[config.mk]
export PLATFORM = sky130hd
export DESIGN_NAME = muldiv_unit
export DESIGN_NICKNAME = d
export VERILOG_FILES = /design/src/rtl/muldiv_unit.sv
export SDC_FILE = /design/constraint.sdc
export NUM_CORES = 1
export LEC_CHECK = 0
export ABC_AREA = 1
export BUFFER_PORTS_ARGS = -buffer_cell sky130_fd_sc_hd__clkbuf_2
export CAP_MARGIN = 20
export CORE_ASPECT_RATIO = 1.1
export CORE_MARGIN = 2
export CORE_UTILIZATION = 55
export CTS_CLUSTER_SIZE = 8
export DETAILED_ROUTE_END_ITERATION = 16
export GPL_ROUTABILITY_DRIVEN = 1
export PLACE_DENSITY = 0.72
export SETUP_SLACK_MARGIN = 0.05
export SYNTH_ARGS = -nofsm -noshare
export SYNTH_HDL_FRONTEND = slang
export SYNTH_SLANG_ARGS = --single-unit
[constraint.sdc]
create_clock -name clk -period 4.95 [get_ports clk]
set_input_delay 0.2475 -clock clk [delete_from_list [all_inputs] [get_ports clk]]
set_output_delay 0.2475 -clock clk [all_outputs]
set_load 0.03 [all_outputs]
[src/rtl/muldiv_unit.sv]
// rtl/muldiv_unit.sv - iterative RV32M multiply/divide unit (shift-add multiply, restoring divide)
module muldiv_unit #(
    parameter int XLEN = 32,
    parameter int ITER = 32
) (
    input  logic            clk,
    input  logic            rst,
    input  logic            start,
    input  logic [2:0]      op,
    input  logic [XLEN-1:0] rs1_val,
    input  logic [XLEN-1:0] rs2_val,
    output logic            busy,
    output logic            done,
    output logic [XLEN-1:0] result
);

    typedef enum logic [1:0] {
        S_IDLE = 2'd0,
        S_CALC = 2'd1,
        S_FIX  = 2'd2,
        S_DONE = 2'd3
    } state_t;

    localparam logic [5:0]      LAST_CNT = 6'(ITER - 1);
    localparam logic [XLEN-1:0] INT_MIN  = {1'b1, {(XLEN-1){1'b0}}};
    localparam logic [XLEN-1:0] ALL_ONES = {XLEN{1'b1}};

    state_t              state_q, state_d;
    logic [2:0]          op_q, op_d;
    logic [XLEN-1:0]     a_q, a_d;
    logic [XLEN-1:0]     b_q, b_d;
    logic                neg_res_q, neg_res_d;
    logic                neg_rem_q, neg_rem_d;
    logic                div_zero_q, div_zero_d;
    logic                ovf_q, ovf_d;
    logic [2*XLEN-1:0]   acc_q, acc_d;
    logic [5:0]          cnt_q, cnt_d;
    logic                busy_q, busy_d;
    logic                done_q, done_d;
    logic [XLEN-1:0]     result_q, result_d;

    // Operand decode at accept time
    logic            is_div_in;
    logic            a_signed, b_signed;
    logic            a_neg, b_neg;
    logic [XLEN-1:0] a_mag, b_mag;

    // Datapath for one iteration and for the final sign fix
    logic [2*XLEN-1:0] mul_add;
    logic [2*XLEN-1:0] mul_step;
    logic [XLEN:0]     rem_sh;
    logic [XLEN:0]     trial;
    logic [2*XLEN-1:0] div_step;
    logic [2*XLEN-1:0] prod_neg;
    logic [XLEN-1:0]   quo, rem;

    // Signedness, magnitudes and per-iteration shift-add / restoring-subtract
    always_comb begin
        is_div_in = op[2];
        a_signed  = is_div_in ? ~op[0] : (op != 3'b011);
        b_signed  = is_div_in ? ~op[0] : ~op[1];
        a_neg     = a_signed & rs1_val[XLEN-1];
        b_neg     = b_signed & rs2_val[XLEN-1];
        a_mag     = a_neg ? (~rs1_val + 1'b1) : rs1_val;
        b_mag     = b_neg ? (~rs2_val + 1'b1) : rs2_val;

        mul_add   = {{XLEN{1'b0}}, a_q} << cnt_q[4:0];
        mul_step  = b_q[cnt_q[4:0]] ? (acc_q + mul_add) : acc_q;

        // Dividend bits are fed MSB first; ~cnt equals 31-cnt for a 5-bit count.
        rem_sh    = {acc_q[2*XLEN-1:XLEN], a_q[~cnt_q[4:0]]};
        trial     = rem_sh - {1'b0, b_q};
        div_step  = trial[XLEN] ? {rem_sh[XLEN-1:0], acc_q[XLEN-2:0], 1'b0}
                                : {trial[XLEN-1:0],  acc_q[XLEN-2:0], 1'b1};

        prod_neg  = ~acc_q + 1'b1;
        quo       = acc_q[XLEN-1:0];
        rem       = acc_q[2*XLEN-1:XLEN];
    end

    // Next-state logic for the IDLE/CALC/FIX/DONE sequencer and its registered outputs
    always_comb begin
        state_d    = state_q;
        op_d       = op_q;
        a_d        = a_q;
        b_d        = b_q;
        neg_res_d  = neg_res_q;
        neg_rem_d  = neg_rem_q;
        div_zero_d = div_zero_q;
        ovf_d      = ovf_q;
        acc_d      = acc_q;
        cnt_d      = cnt_q;
        busy_d     = busy_q;
        done_d     = 1'b0;
        result_d   = result_q;

        case (state_q)
            S_IDLE, S_DONE: begin
                if (start) begin
                    state_d    = S_CALC;
                    op_d       = op;
                    a_d        = a_mag;
                    b_d        = b_mag;
                    neg_res_d  = a_neg ^ b_neg;
                    neg_rem_d  = a_neg;
                    div_zero_d = (rs2_val == '0);
                    ovf_d      = (op == 3'b100 || op == 3'b110) &&
                                 (rs1_val == INT_MIN) && (rs2_val == ALL_ONES);
                    acc_d      = '0;
                    cnt_d      = '0;
                    busy_d     = 1'b1;
                end else begin
                    state_d = S_IDLE;
                    busy_d  = 1'b0;
                end
            end
            S_CALC: begin
                acc_d = op_q[2] ? div_step : mul_step;
                if (cnt_q == LAST_CNT) begin
                    state_d = S_FIX;
                end else begin
                    cnt_d = cnt_q + 6'd1;
                end
            end
            S_FIX: begin
                state_d = S_DONE;
                busy_d  = 1'b0;
                done_d  = 1'b1;
                case (op_q)
                    3'b000:
                        result_d = neg_res_q ? prod_neg[XLEN-1:0] : acc_q[XLEN-1:0];
                    3'b001, 3'b010, 3'b011:
                        result_d = neg_res_q ? prod_neg[2*XLEN-1:XLEN] : acc_q[2*XLEN-1:XLEN];
                    3'b100, 3'b101: begin
                        if (div_zero_q)     result_d = ALL_ONES;
                        else if (ovf_q)     result_d = INT_MIN;
                        else if (neg_res_q) result_d = ~quo + 1'b1;
                        else                result_d = quo;
                    end
                    default: begin
                        // On a zero divisor the remainder holds |rs1|; re-applying the
                        // dividend sign reproduces rs1 exactly.
                        if (ovf_q)          result_d = '0;
                        else if (neg_rem_q) result_d = ~rem + 1'b1;
                        else                result_d = rem;
                    end
                endcase
            end
            default: begin
                state_d = S_IDLE;
                busy_d  = 1'b0;
            end
        endcase
    end

    // State and datapath registers with synchronous reset
    always_ff @(posedge clk) begin
        if (rst) begin
            state_q    <= S_IDLE;
            op_q       <= '0;
            a_q        <= '0;
            b_q        <= '0;
            neg_res_q  <= 1'b0;
            neg_rem_q  <= 1'b0;
            div_zero_q <= 1'b0;
            ovf_q      <= 1'b0;
            acc_q      <= '0;
            cnt_q      <= '0;
            busy_q     <= 1'b0;
            done_q     <= 1'b0;
            result_q   <= '0;
        end else begin
            state_q    <= state_d;
            op_q       <= op_d;
            a_q        <= a_d;
            b_q        <= b_d;
            neg_res_q  <= neg_res_d;
            neg_rem_q  <= neg_rem_d;
            div_zero_q <= div_zero_d;
            ovf_q      <= ovf_d;
            acc_q      <= acc_d;
            cnt_q      <= cnt_d;
            busy_q     <= busy_d;
            done_q     <= done_d;
            result_q   <= result_d;
        end
    end

    assign busy   = busy_q;
    assign done   = done_q;
    assign result = result_q;

endmodule

# After elaboration in Yosys (flattened, before gate mapping)
# Index checks and enable logic that the tools add are counted.
[totals]
regBits = 177
latchBits = 0
ramBits = 0
mem_bits_ro = 0
inputBits = 70
output_inout_bits = 34
word_cells = 97
mem_count = 0
[op_classes]
n_addsub = 8
mul = 0
div_mod_pow = 0
order_cmp = 2
n_eq_ne = 18
shifts = 1
muxes = 30
n_bitwise = 11
n_reduce_logical = 14
[op_table]
columns = ["operator", "count"]
rows = [
  ["32-bit 2-to-1 mux", 9],
  ["64-bit 2-to-1 mux", 4],
  ["32-bit by 1-bit adder with 32-bit output, second input constant", 4],
  ["32-bit inverter", 4],
  ["64-bit one-hot mux with 2 select lines", 1],
  ["32-bit one-hot mux with 3 select lines", 1],
  ["64-bit by 1-bit adder with 64-bit output, second input constant", 1],
  ["64-bit adder", 1],
  ["32-bit equality test, second input constant", 2],
  ["64-bit inverter", 1],
  ["32-bit by 5-bit left shift with 64-bit output", 1],
  ["33-bit by 32-bit subtractor with 33-bit output", 1],
  ["32-bit zero test", 1],
  ["3-bit equality test, second input constant", 4],
  ["5-bit by 6-bit less-than comparator with 1-bit output, second input constant", 2],
  ["6-bit 2-to-1 mux", 2],
  ["6-bit one-hot mux with 2 select lines", 1],
  ["1-bit binary-select mux with 5-bit select", 2],
  ["1-bit 2-to-1 mux", 7],
  ["6-bit by 1-bit adder with 6-bit output, second input constant", 1],
  ["3-bit by 2-bit equality test with 1-bit output, second input constant", 2],
  ["6-bit by 5-bit equality test with 1-bit output, second input constant", 1],
  ["2-bit != test, second input constant", 3],
  ["2-bit one-hot mux with 3 select lines", 1],
  ["other kinds (20)", 27],
]

# Longest topological paths before layout
[logic_depth]
word_depth = 7
ltp_mapped = 32
ltp_nobuf = 30

# Worst setup path after synthesis
# No wires, ideal clock.
[synth_path]
path_kind = "flip-flop to flip-flop"
startpoint = "register cnt_q[0]"
endpoint = "register acc_q[41]"
setup_ns = 0.138
arrival_time_ns = 3.188
required_time_ns = 4.812
path_slack_ns = 1.624
path_stages_with_launch = 31
n_path_buf = 5
synth_period_minus_slack_ns = 3.326
cell_sequence = "dfxtp_1 > buf_2 > buf_6 > buf_6 > or2_1 > o21ai_1 > nand2_1 > nand3_1 > nand3_1 > nand3_1 > nand2_1 > inv_1 > ha_1 > inv_1 > fa_1 > nand2_1 > nand3_1 > nand3_1 > nand2_2 > nand2_2 > nand2_4 > nand2_4 > nand2_2 > nand2_1 > nand2_2 > buf_6 > buf_12 > nand2_1 > nand3_1 > nand3_1 > a21oi_2"
[synth_via]
elab_chain_cells = 7
elab_cells_between_ends = 14
cone_classes = "add/sub (2); eq/ne (1); shift (1); mux (8); bitwise (1); reduce/logical (1)"
[synth_lines]
columns = ["item", "line_no", "rtl"]
rows = [
  ["start: declaration", "37", "logic [5:0] cnt_q, cnt_d;"],
  ["start signal: assignment", "182", "cnt_q <= cnt_d;"],
  ["5-bit inverter", "71", "rem_sh = {acc_q[2*XLEN-1:XLEN], a_q[~cnt_q[4:0]]};"],
  ["1-bit binary-select mux with 5-bit select", "71", ""],
  ["1-bit 2-to-1 mux (implied by the code)", "71", ""],
  ["33-bit by 32-bit subtractor with 33-bit output", "72", "trial = rem_sh - {1'b0, b_q};"],
  ["64-bit 2-to-1 mux", "73", "div_step = trial[XLEN] ? {rem_sh[XLEN-1:0], acc_q[XLEN-2:0], 1'b0}"],
  ["64-bit 2-to-1 mux", "118", "acc_d = op_q[2] ? div_step : mul_step;"],
  ["64-bit one-hot mux with 2 select lines", "97", "case (state_q)"],
  ["end signal: assignment", "167", "acc_q <= '0;"],
  ["end signal: assignment", "181", "acc_q <= acc_d;"],
  ["end: declaration", "36", "logic [2*XLEN-1:0] acc_q, acc_d;"],
]
# Several ways; a longest one is shown, not always the timed one. The select of a mux whose other input is x is not followed.
# A chain may end at the register's enable or synchronous reset.

# Worst setup path in the final report
[layout_path]
startpoint = "register cnt_q[0]"
endpoint = "register acc_q[61]"
# Same word-level chain as after synthesis.

==> results.py <==
metrics = {
    "status": {
        "status": "completed",
    },
    "min_path": {
        "hold_path_end": "busy$_SDFFE_PP0P_",
        "hp-class": "input pin to register",
        "hold_depth": 3,
        "hp-start": "start",
    },
    "logic_synthesis": {
        "syn_inst": 4404,
        "ys.flop_type": "dfxtp_1",
        "synthAdderAreaFrac_pct": 5.82,
        "yosys.area_share.simple_pct": 43.6,
        "synthMuxAreaShare_pct": 1.04,
        "synth_area_sq_um": 23000,
        "ys_seq_area_share_pct": 15.4,
        "synth_seq_cells": 177,
        "synth_compound_area_share_pct": 15.4,
        "synth_top_family_by_area": "simple AND/OR/NAND/NOR gates",
        "avgSynthCellArea_sq_um": 5.23,
        "synthesis.nets": 4580,
        "async_reset_ff_share_pct": 0,
        "yosysWarnings": 0,
        "synth_edf_count": 0,
        "ys_types": 51,
        "synthXorXnorAreaFrac_pct": 3.04,
    },
    "final_layout": {
        "drive_above_1_share_pct": 5.63,
        "num-nets-final": 4589,
        "fill_cells": 4573,
        "num_antenna_cells": 0,
        "stdcell_count": 4986,
        "synthToLayoutAreaGrowth_pct": 6.10,
    },
    "sta": {
        "tightest_slew_ns": 1.12,
        "fin_worst_hold_slack_ns": 0.0509,
        "rsz0062_at_grt": "false",
        "timing.fmax_ghz": 0.222,
        "setup_tns_ns": 0,
        "finalClockSkew_ns": 0.0171,
        "fin_crit_sh_pct": 90.9,
        "slew_headroom_pct": 25.3,
        "final-setup-viol-count": 0,
        "hold_viol": 0,
        "slew_viol_final": 0,
        "fin_crit_ns": 4.50,
    },
    "clock_tree": {
        "clockRootBuffer": "clkbuf_16",
        "cts_tree": "done",
        "cts_hold_buffers": 0,
        "clock_latency_ns": 0.51,
        "cts_max_path_buffers": 2,
        "numCtsBuffers": 17,
        "post_cts_buffers": 0,
        "htreeDepth": 4,
        "cts_sinks": 177,
        "clk_pin_slew_ns": 0.07,
        "cts_resized": 0,
    },
    "place": {
        "dp.cells": 4954,
        "portBuffers": 103,
        "hpwl_mm": 75.1,
        "gp_congestion": 1.06,
    },
    "route": {
        "drc": 0,
        "routed_wirelength_mm": 92.7,
        "drtIter0Drc": 3581,
        "drtPass1Iterations": 7,
        "ant_nets": 0,
        "vias_per_cell": 5.61,
        "num_vias": 28000,
        "wl_per_cell_um": 18.6,
    },
    "floorplanning": {
        "fp-row-count": 78,
        "initial_core_util_pct": 55.8,
        "core_sq_um": 41300,
        "fp.dieH_um": 219,
        "ios": 104,
        "dieArea_sq_um": 43600,
        "die_x_um": 199,
    },
    "power_and_ir_drop": {
        "power_w": 0.0108,
        "leakagePower_nw": 13.3,
        "cellPowerDensity_nw_per_um2": 443,
        "peakVddDrop_mv": 0.347,
    },
    "setup_path": {
        "ff2ff_path_depth": 22,
        "r2r-start": "cnt_q[0]$_SDFFE_PP0P_",
        "end_kind": "register",
        "reg2reg_slack_ns": 0.45,
        "worstPathRequired_ns": 5.37,
        "worstSetupPathType": "register to register",
        "crit_path_max_fanout": 23,
        "cp_data_arrival_time_ns": 4.92,
        "worstSetupStartpointType": "register",
        "r2r_end": "acc_q[61]$_SDFFE_PP0P_",
    },
    "global_routing": {
        "grt_pass1_wl_mm": 138,
        "grt.overflow.total": 0,
        "grt_pass1_vias": 23900,
        "grt_usage_pct": 41.8,
        "antenna_found_initial": 2,
        "grt_max_degree": 76,
    },
    "flow_run": {
        "maxCapViolations": 0,
    },
}
-- cell type report --
cell class	instances	area, sq um	area share, %
Clock inverter	15	188	0.767
Multi-Input combinational cell	3303	15900	65.0
Sequential cell	177	3550	14.5
Tap cell	560	701	2.87
Timing Repair Buffer	141	803	3.28
Inverter	773	2900	11.9
Clock buffer	17	425	1.74
-- worst max-delay path: stages, from the launching register on --
cell and delay, ns:
dfxtp_2 0.60, inv_2 0.26, nand2_1 0.10, o21ai_0 0.11
o21ai_0 0.26, nor2_1 0.07, a31oi_1 0.31, nand2_1 0.08
o21ai_0 0.15, mux2i_1 0.23, ha_1 0.43, nand2_1 0.12
nor2_1 0.15, inv_1 0.10, nor3_1 0.44, nand2_1 0.21
nor2_1 0.20, nand2_1 0.13, nand2_1 0.08, nand2_1 0.05
nand3_1 0.07, nand3_1 0.10, a21oi_1 0.16
-- cells in the mapped netlist (all sizes together), types with 4 or more instances --
cell    instances  area, sq um
a21oi         256         1310
nand4          48          300
inv           772         2900
o31ai           5         37.5
o221ai          5         43.8
nor4            4         25.0
a22oi           4         30.0
and2           13         81.3
nand3         354         1810
o21bai          6         45.0
or2            17          106
o22ai           7         43.8
o21ai         317         1590
ha            104         1300
clkbuf         77          289
xnor2          22          193
buf            74          429
o211ai         35          263
a31oi          10         62.6
nor2          490         1850
xor2           58          508
nor3           75          400
and3            4         25.0
mux2i          24          240
nand3b         12         90.1
nand2        1414         5360
dfxtp         177         3540
o21a            5         37.5
-- flip-flops by register name, indices dropped and copies added, names as in the netlist, 2 cells and up --
signal,count
acc_q,64
cnt_q,6
state_q,2
b_q,32
op_q,3
a_q,32
result,32
-- worst max-delay path by stage --
stage                        endpoint                  start
6_report       acc_q[61]$_SDFFE_PP0P_  cnt_q[0]$_SDFFE_PP0P_
5_1_grt        acc_q[61]$_SDFFE_PP0P_  cnt_q[0]$_SDFFE_PP0P_
4_1_cts        acc_q[61]$_SDFFE_PP0P_  cnt_q[0]$_SDFFE_PP0P_
3_5_place_dp   acc_q[61]$_SDFFE_PP0P_  cnt_q[0]$_SDFFE_PP0P_
3_3_place_gp   acc_q[61]$_SDFFE_PP0P_  cnt_q[0]$_SDFFE_PP0P_
2_1_floorplan  acc_q[41]$_SDFFE_PP0P_  cnt_q[0]$_SDFFE_PP0P_
-- power by group --
part	internal, W	switching [W]
clock	0.000726	0.000718
combinational	0.00209	0.00528
sequential	0.00172	0.000321
-- per-layer routing --
| layer | part of all wire, % | GRT usage [%] | up-vias |
|---|---|---|---|
| li1 | - | - | 13900 |
| met1 | 42 | 56.5 | 12400 |
| met2 | 42 | 63.8 | 1459 |
| met3 | 10 | 6.22 | 224 |
| met4 | 5.8 | 22.6 | 4 |
| met5 | 0.025 | 0 | - |
-- per-stage QoR --
stage          setup WS, ns  utilization, %  instance area (sq um)
5_1_grt              0.0895            59.2                  24500
3_3_place_gp          0.505            57.8                  23800
2_1_floorplan          1.62               -                  23000
6_report              0.452            59.2                  24500
3_5_place_dp          0.603            57.8                  23800
4_1_cts               0.571            59.2                  24500
-- cells in the final DEF, fill, tap and decap left out, types with 7 or more instances in the layout --
| master | n |
|---|---|
| inv_2 | 15 |
| clkbuf_16 | 17 |
| o21ai_1 | 46 |
| or2_2 | 15 |
| a21oi_1 | 248 |
| a21oi_2 | 8 |
| o211ai_1 | 35 |
| o22ai_1 | 7 |
| clkbuf_2 | 102 |
| nand3_2 | 8 |
| ha_1 | 103 |
| a31oi_1 | 10 |
| nand3_1 | 346 |
| o21ai_0 | 269 |
| nand3b_1 | 12 |
| dfxtp_1 | 175 |
| xnor2_1 | 22 |
| nand4_1 | 48 |
| nand2_2 | 14 |
| buf_4 | 39 |
| mux2i_1 | 24 |
| nand2_1 | 1398 |
| nor3_1 | 70 |
| inv_1 | 757 |
| and2_1 | 13 |
| xor2_1 | 58 |
| nor2_1 | 487 |
-- logic make-up (layout without fill, tap and decap cells) --
logic type	Yosys count	after routing
AO/OA/AOI/OAI	660	660
buffers and inverters	924	946
flip-flops	177	177
AND/OR/NAND/NOR	2433	2433
multiplexers	24	24
XOR/XNOR	80	80
adder cells (fa/ha/maj)	106	106
(Power assumes the default switching activity.)
